$ cat src/rtl/pipe_pkg.sv
// Shared constants and types for all pipeline stages: occupancy type plus
// default payload width and reset value.
package pipe_pkg;

  typedef logic [1:0] occ_t;

  localparam int unsigned PIPE_WIDTH   = 32;
  localparam logic [255:0] PIPE_RST_VAL = '0;

  function automatic occ_t occ_count(input logic main_v, input logic skid_v);
    return occ_t'(main_v) + occ_t'(skid_v);
  endfunction

endpackage

$ cat src/rtl/pipe_slot.sv
// One payload register with its valid bit. Valid follows valid_i every cycle;
// payload only changes on load_i, so clearing valid leaves the payload intact.
module pipe_slot
  import pipe_pkg::*;
#(
  parameter int unsigned      WIDTH   = PIPE_WIDTH,
  parameter logic [WIDTH-1:0] RST_VAL = WIDTH'(PIPE_RST_VAL)
) (
  input  logic             clk,
  input  logic             rst,
  input  logic             load_i,
  input  logic [WIDTH-1:0] data_i,
  input  logic             valid_i,
  output logic             valid_o,
  output logic [WIDTH-1:0] data_o
);

  logic             valid_q;
  logic [WIDTH-1:0] data_q;

  always_ff @(posedge clk or negedge rst) begin
    if (!rst) begin
      valid_q <= 1'b0;
      data_q  <= RST_VAL;
    end else begin
      valid_q <= valid_i;
      if (load_i) begin
        data_q <= data_i;
      end
    end
  end

  assign valid_o = valid_q;
  assign data_o  = data_q;

endmodule

$ cat src/rtl/pipe_stage_buf.sv
// Registered pipeline stage buffer. Define PIPE_STAGE_SKID_EN for a two-entry
// skid build (registered in_ready); otherwise a single entry with pass-through ready.
module pipe_stage_buf
  import pipe_pkg::*;
#(
  parameter int unsigned      WIDTH   = PIPE_WIDTH,
  parameter logic [WIDTH-1:0] RST_VAL = WIDTH'(PIPE_RST_VAL)
) (
  input  logic             clk,
  input  logic             rst,
  input  logic             flush,
  input  logic             in_valid,
  output logic             in_ready,
  input  logic [WIDTH-1:0] in_data,
  output logic             out_valid,
  input  logic             out_ready,
  output logic [WIDTH-1:0] out_data,
  output logic [1:0]       occupancy
);

  logic             accept;
  logic             consume;
  logic             main_v_q;
  logic             main_v_d;
  logic             main_ld;
  logic [WIDTH-1:0] main_dat_q;
  logic [WIDTH-1:0] main_dat_d;
  occ_t             occ_q;
  occ_t             occ_d;

  assign accept  = in_valid & in_ready & ~flush;
  assign consume = main_v_q & out_ready;

  pipe_slot #(
    .WIDTH   (WIDTH),
    .RST_VAL (RST_VAL)
  ) u_main (
    .clk     (clk),
    .rst     (rst),
    .load_i  (main_ld),
    .data_i  (main_dat_d),
    .valid_i (main_v_d),
    .valid_o (main_v_q),
    .data_o  (main_dat_q)
  );

`ifdef PIPE_STAGE_SKID_EN
  logic             skid_v_q;
  logic             skid_v_d;
  logic             skid_ld;
  logic [WIDTH-1:0] skid_dat_q;

  pipe_slot #(
    .WIDTH   (WIDTH),
    .RST_VAL (RST_VAL)
  ) u_skid (
    .clk     (clk),
    .rst     (rst),
    .load_i  (skid_ld),
    .data_i  (in_data),
    .valid_i (skid_v_d),
    .valid_o (skid_v_q),
    .data_o  (skid_dat_q)
  );

  // Skid only fills while main is stalled, so it is empty whenever main is.
  assign in_ready = ~skid_v_q;

  always_comb begin
    main_v_d   = main_v_q;
    main_ld    = 1'b0;
    main_dat_d = in_data;
    skid_v_d   = skid_v_q;
    skid_ld    = 1'b0;
    if (flush) begin
      main_v_d = 1'b0;
      skid_v_d = 1'b0;
    end else if (consume) begin
      if (skid_v_q) begin
        main_ld    = 1'b1;
        main_dat_d = skid_dat_q;
        skid_v_d   = 1'b0;
      end else if (accept) begin
        main_ld = 1'b1;
      end else begin
        main_v_d = 1'b0;
      end
    end else if (accept) begin
      if (!main_v_q) begin
        main_ld  = 1'b1;
        main_v_d = 1'b1;
      end else begin
        skid_ld  = 1'b1;
        skid_v_d = 1'b1;
      end
    end
  end

  assign occ_d = occ_count(main_v_d, skid_v_d);
`else
  assign in_ready = ~main_v_q | out_ready;

  always_comb begin
    main_v_d   = main_v_q;
    main_ld    = 1'b0;
    main_dat_d = in_data;
    if (flush) begin
      main_v_d = 1'b0;
    end else if (accept) begin
      main_ld  = 1'b1;
      main_v_d = 1'b1;
    end else if (consume) begin
      main_v_d = 1'b0;
    end
  end

  assign occ_d = occ_count(main_v_d, 1'b0);
`endif

  // Occupancy kept in its own register so the output is never derived from in_*.
  always_ff @(posedge clk or negedge rst) begin
    if (!rst) begin
      occ_q <= '0;
    end else begin
      occ_q <= occ_d;
    end
  end

  assign out_valid = main_v_q;
  assign out_data  = main_dat_q;
  assign occupancy = occ_q;

endmodule

$ cat config.mk
export PLATFORM = sky130hd
export DESIGN_NAME = pipe_stage_buf
export DESIGN_NICKNAME = d
export VERILOG_FILES = /design/src/rtl/pipe_pkg.sv /design/src/rtl/pipe_slot.sv /design/src/rtl/pipe_stage_buf.sv
export SDC_FILE = /design/constraint.sdc
export NUM_CORES = 1
export LEC_CHECK = 0
export CORE_MARGIN = 2
export CORE_UTILIZATION = 40
export DETAILED_ROUTE_END_ITERATION = 10
export MAX_ROUTING_LAYER = met4
export PLACE_DENSITY = 0.89
export RECOVER_POWER = 50
export SLEW_MARGIN = 10
export SYNTH_ARGS = -nofsm -noshare
export SYNTH_HDL_FRONTEND = slang
export SYNTH_SLANG_ARGS = --single-unit
export TNS_END_PERCENT = 100
$ cat constraint.sdc
create_clock -name clk -period 3.85 [get_ports clk]
set_input_delay 0.385 -clock clk [delete_from_list [all_inputs] [get_ports clk]]
set_output_delay 0.385 -clock clk [all_outputs]
set_load 0.05 [all_outputs]
**Yosys cells after proc, flatten, opt, wreduce, memory -nomap -nowiden**

Cells that the tools add are included.

- Bits of input ports: 37
- Word-level logic and storage cells: 14
- Output and inout bits: 36
- Flip-flop bits (word level): 33

- Multiplexer cells: 5
- Bitwise operators: 6
- Reduce and logical (&&, ||, !) cells: 1

Operators with widths:

| kind | number |
|---|---|
| $mux 1 | 5 |
| $and 1x1->1 | 3 |
| $reduce_bool 3->1 | 1 |
| $not 1->1 | 2 |
| $or 1x1->1 | 1 |

**Logic depth before layout (Yosys ltp)**

- Word-level depth: 6
- Mapped depth: 4
- Depth with buffers taken out: 3

**Modules after synthesis**

A second synthesis with hierarchy kept.

- Cell total of the unflattened synthesis: 76
- Area total of the unflattened synthesis: 1,441.4 um^2

By module, submodules not included:

| module | times used | sequential area each (um^2) | cells an instance | area an instance (um^2) |
|---|---|---|---|---|
| pipe_slot | 1 | 825.8 | 69 | 1,370.1 |
| pipe_stage_buf | 1 | 25.0 | 7 | 71.3 |

**Least setup slack after synthesis**

Ideal clock, no wire load.

- Path kind: register to register
- From: register occupancy[0] (netlist name)
- To: register u_main.data_q[0], in the netlist u_main.data_o[0]
- Buffers on the path: 1
- Library setup time: 125 ps
- Stages on the path, launching flop included: 5
- Data arrival time: 1,562 ps
- Setup slack: 2,163 ps
- Required time: 3,725 ps
- Clock period less this slack: 1,687 ps
- Path through: dfrtp_1 > nor2b_4 > nor3b_4 > buf_6 > mux2_2

RTL lines:

| what | RTL line | text |
|---|---|---|
| end signal: assignment | pipe_slot.sv:28 | `data_q <= data_i;` |
| end: declaration | pipe_slot.sv:19 | `logic [WIDTH-1:0] data_q;` |

==> impl_metrics.json <==
{
  "status": "finished, violations left",
  "violations": "capacitance limit, slew limit",
  "comb_power_share_pct": 41.2,
  "synth-compound-area-share_pct": 0,
  "finalWirelength_mm": 2.77,
  "ant_nets": 0,
  "r2r_end": "u_main.data_o[24]$_DFFE_PN0P_",
  "dp_hpwl_mm": 2.13,
  "slew_headroom_pct": -14.6,
  "synth_top_family_by_area": "multiplexers",
  "p_leak_nw": 0.846,
  "multi_input_area_um2": 397,
  "reg2reg_depth": 4,
  "worst_pin_slew_ns": 1.72,
  "fmax_ghz": 0.382,
  "numCtsBuffers": 5,
  "finalNonFillerCells": 196,
  "antennaDiodeCount": 0,
  "slew_viol_final": 67,
  "yosys_warnings": 0,
  "root_buffer": "clkbuf_4",
  "fillers": 247,
  "post_drt_wl_per_cell_um": 14.1,
  "r2r_slack_ns": 1.23,
  "skew_ns": 0.00573,
  "synth-simple-area-share_pct": 3.12,
  "die_x_um": 60.6,
  "drv_cap": 2,
  "ios": 73,
  "layout-drive-gt1-share_pct": 27.0,
  "synth_mux_area_share_pct": 28.1,
  "yosys_register_bits": 33,
  "vias": 893,
  "htree_levels": 2,
  "postCtsSetupBuffers": 0,
  "postCtsHoldBufs": 0,
  "ys_seq_area_share_pct": 64.4,
  "grt_setup_unrepaired": "false",
  "first_iter_violations": 39,
  "die_area_mm2": 0.00368,
  "clkSinkCount": 33,
  "finalHoldViolations": 0,
  "yosys.area_share.adder_pct": 0,
  "swShare_pct": 37.5,
  "p_int_mw": 0.688,
  "grt_use_total_pct": 16.2,
  "finalCritPeriodShare_pct": 68.0,
  "syn_area_mm2": 0.00128,
  "overflow": 0,
  "die_h_um": 60.6,
  "min_period_ns": 2.62,
  "worstSetupPathType": "reg -> reg",
  "tns_ns": 0,
  "dr.pass1.iters": 4,
  "avgSynthCellArea_um2": 16.9,
  "endpoint": "u_main.data_o[24]$_DFFE_PN0P_",
  "synthCells": 76,
  "antenna_found_initial": 0,
  "cp-start-kind": "register",
  "grt_pass1_wl_mm": 4.08,
  "startpoint": "occupancy[0]$_DFFE_PN0P_",
  "syn2layout_area_growth_pct": 61.4,
  "grt_pass1_vias": 901,
  "arrival_ns": 2.83,
  "p_per_area_mw_per_mm2": 532,
  "cts.repair.resized": 0,
  "core_area_mm2": 0.00305,
  "synth_fp_nets": 113,
  "cts_tree": "yes",
  "clock_latency_ns": 0.32,
  "cp_max_fo": 32,
  "grt_start_max_net_pins": 34,
  "final_nets": 188,
  "worst_ir_drop_vdd_mv": 0.280,
  "via_per_inst": 4.56,
  "setup_viol_count_final": 0,
  "critPathCaptureType": "register",
  "crit_required_ns": 4.06,
  "synth.distinct_cells": 9,
  "gp_congestion": 0.661,
  "start_util_pct": 42.0,
  "drcViolationCount": 0,
  "power.share.sequential_pct": 39.3,
  "p_clk_share_pct": 19.4,
  "clk_pin_slew_ns": 0.10,
  "synthXorXnorAreaFrac_pct": 0,
  "regArea_um2": 826,
  "switching_power_mw": 0.413,
  "r2r-start": "occupancy[0]$_DFFE_PN0P_",
  "port_buffers": 71,
  "core.rowCount": 20,
  "dp.cells": 188,
  "cts_buffer_depth": 2,
  "hp-class": "reg -> reg"
}
==> critical path, cell delays in order (launching register included) <==
cell and delay, ns:
dfrtp_1 0.41, nor2b_1 0.19, nor3b_4 0.18, clkbuf_1 1.26, mux2_2 0.45
==> cell usage in the layout (no fill, tap or decap) <==
master / Yosys / routed
clkinv_2: 0 / 1
dfrtp_1: 33 / 33
nor2b_1: 0 / 1
clkbuf_8: 0 / 2
conb_1: 1 / 1
dlygate4sd3_1: 0 / 1
clkdlybuf4s50_1: 0 / 70
clkbuf_1: 0 / 2
nor2_1: 2 / 2
clkbuf_4: 0 / 5
nor3b_4: 1 / 1
mux2_2: 32 / 32
inv_1: 1 / 1
==> worst min path at each step <==
stage                                        from                            end  slack [ns]  cells after the start
floorplan                                     rst       occupancy[0]$_DFFE_PN0P_        0.09                      0
global placement    u_main.data_o[11]$_DFFE_PN0P_  u_main.data_o[11]$_DFFE_PN0P_        0.49                      1
detailed placement  u_main.data_o[10]$_DFFE_PN0P_  u_main.data_o[10]$_DFFE_PN0P_        0.50                      1
CTS                                           rst  u_main.data_o[21]$_DFFE_PN0P_        0.45                      2
global route         u_main.data_o[8]$_DFFE_PN0P_   u_main.data_o[8]$_DFFE_PN0P_        0.53                      1
finish              u_main.data_o[11]$_DFFE_PN0P_  u_main.data_o[11]$_DFFE_PN0P_        0.51                      1
==> state kept, by name, summed over array words and instances (netlist names) <==
name           count
occupancy          1
u_main.data_o     32
==> routing by layer <==
metal	routed length [um]	up-vias	track usage, %
met2	1500	47	26.3
li1	-	407	-
met3	225	6	5.97
met5	0	-	-
met4	62	0	7.76
met1	981	433	17.4
==> power groups by stage <==
stage | sequential (mW) | clock [mW] | combinational [mW]
6_report | 0.433 | 0.214 | 0.454
5_1_grt | 0.440 | 0.246 | 0.473
4_1_cts | 0.434 | 0.224 | 0.459
3_5_place_dp | 0.441 | 0 | 0.458
3_3_place_gp | 0.436 | 0 | 0.453
2_1_floorplan | 0.647 | 0 | 0.0754
==> final cells by class <==
cell class,instances,share of cell area (%)
multi-input cells,37,19.2
clock inverters,1,0.242
inverters,1,0.181
flip-flops and latches,33,39.9
clock buffers,7,3.14
repair buffers,73,34.7
well taps,44,2.66
==> stage by stage <==
| stage | hold WS (ns) | setup slack [ns] | utilization (%) | total power [mW] | instance area (um2) |
|---|---|---|---|---|---|
| finish | 0.511 | 1.23 | 67.8 | 1.10 | 2070 |
| CTS | 0.447 | 1.65 | 68.3 | 1.12 | 2080 |
| detailed placement | 0.495 | 1.65 | 66.0 | 0.900 | 2010 |
| global placement | 0.488 | 1.68 | 66.0 | 0.889 | 2010 |
| floorplan | 0.0894 | 2.16 | - | 0.722 | 1280 |
| global route | 0.525 | 1.10 | 67.8 | 1.16 | 2070 |
==> cell families after synthesis <==
family / count (synthesis)
other: 1
flip-flops: 33
buffers and inverters: 6
multiplexers: 32
AND/OR/NAND/NOR: 4
==> synthesized netlist by cell type (all sizes together) <==
library cell	number	area, um2
mux2	32	360
conb	1	3.75
nor2b	1	13.8
nor3b	1	18.8
dfrtp	33	826
buf	5	48.8
inv	1	3.75
nor2	2	7.51
No activity file was read; power rests on OpenSTA's default activity.
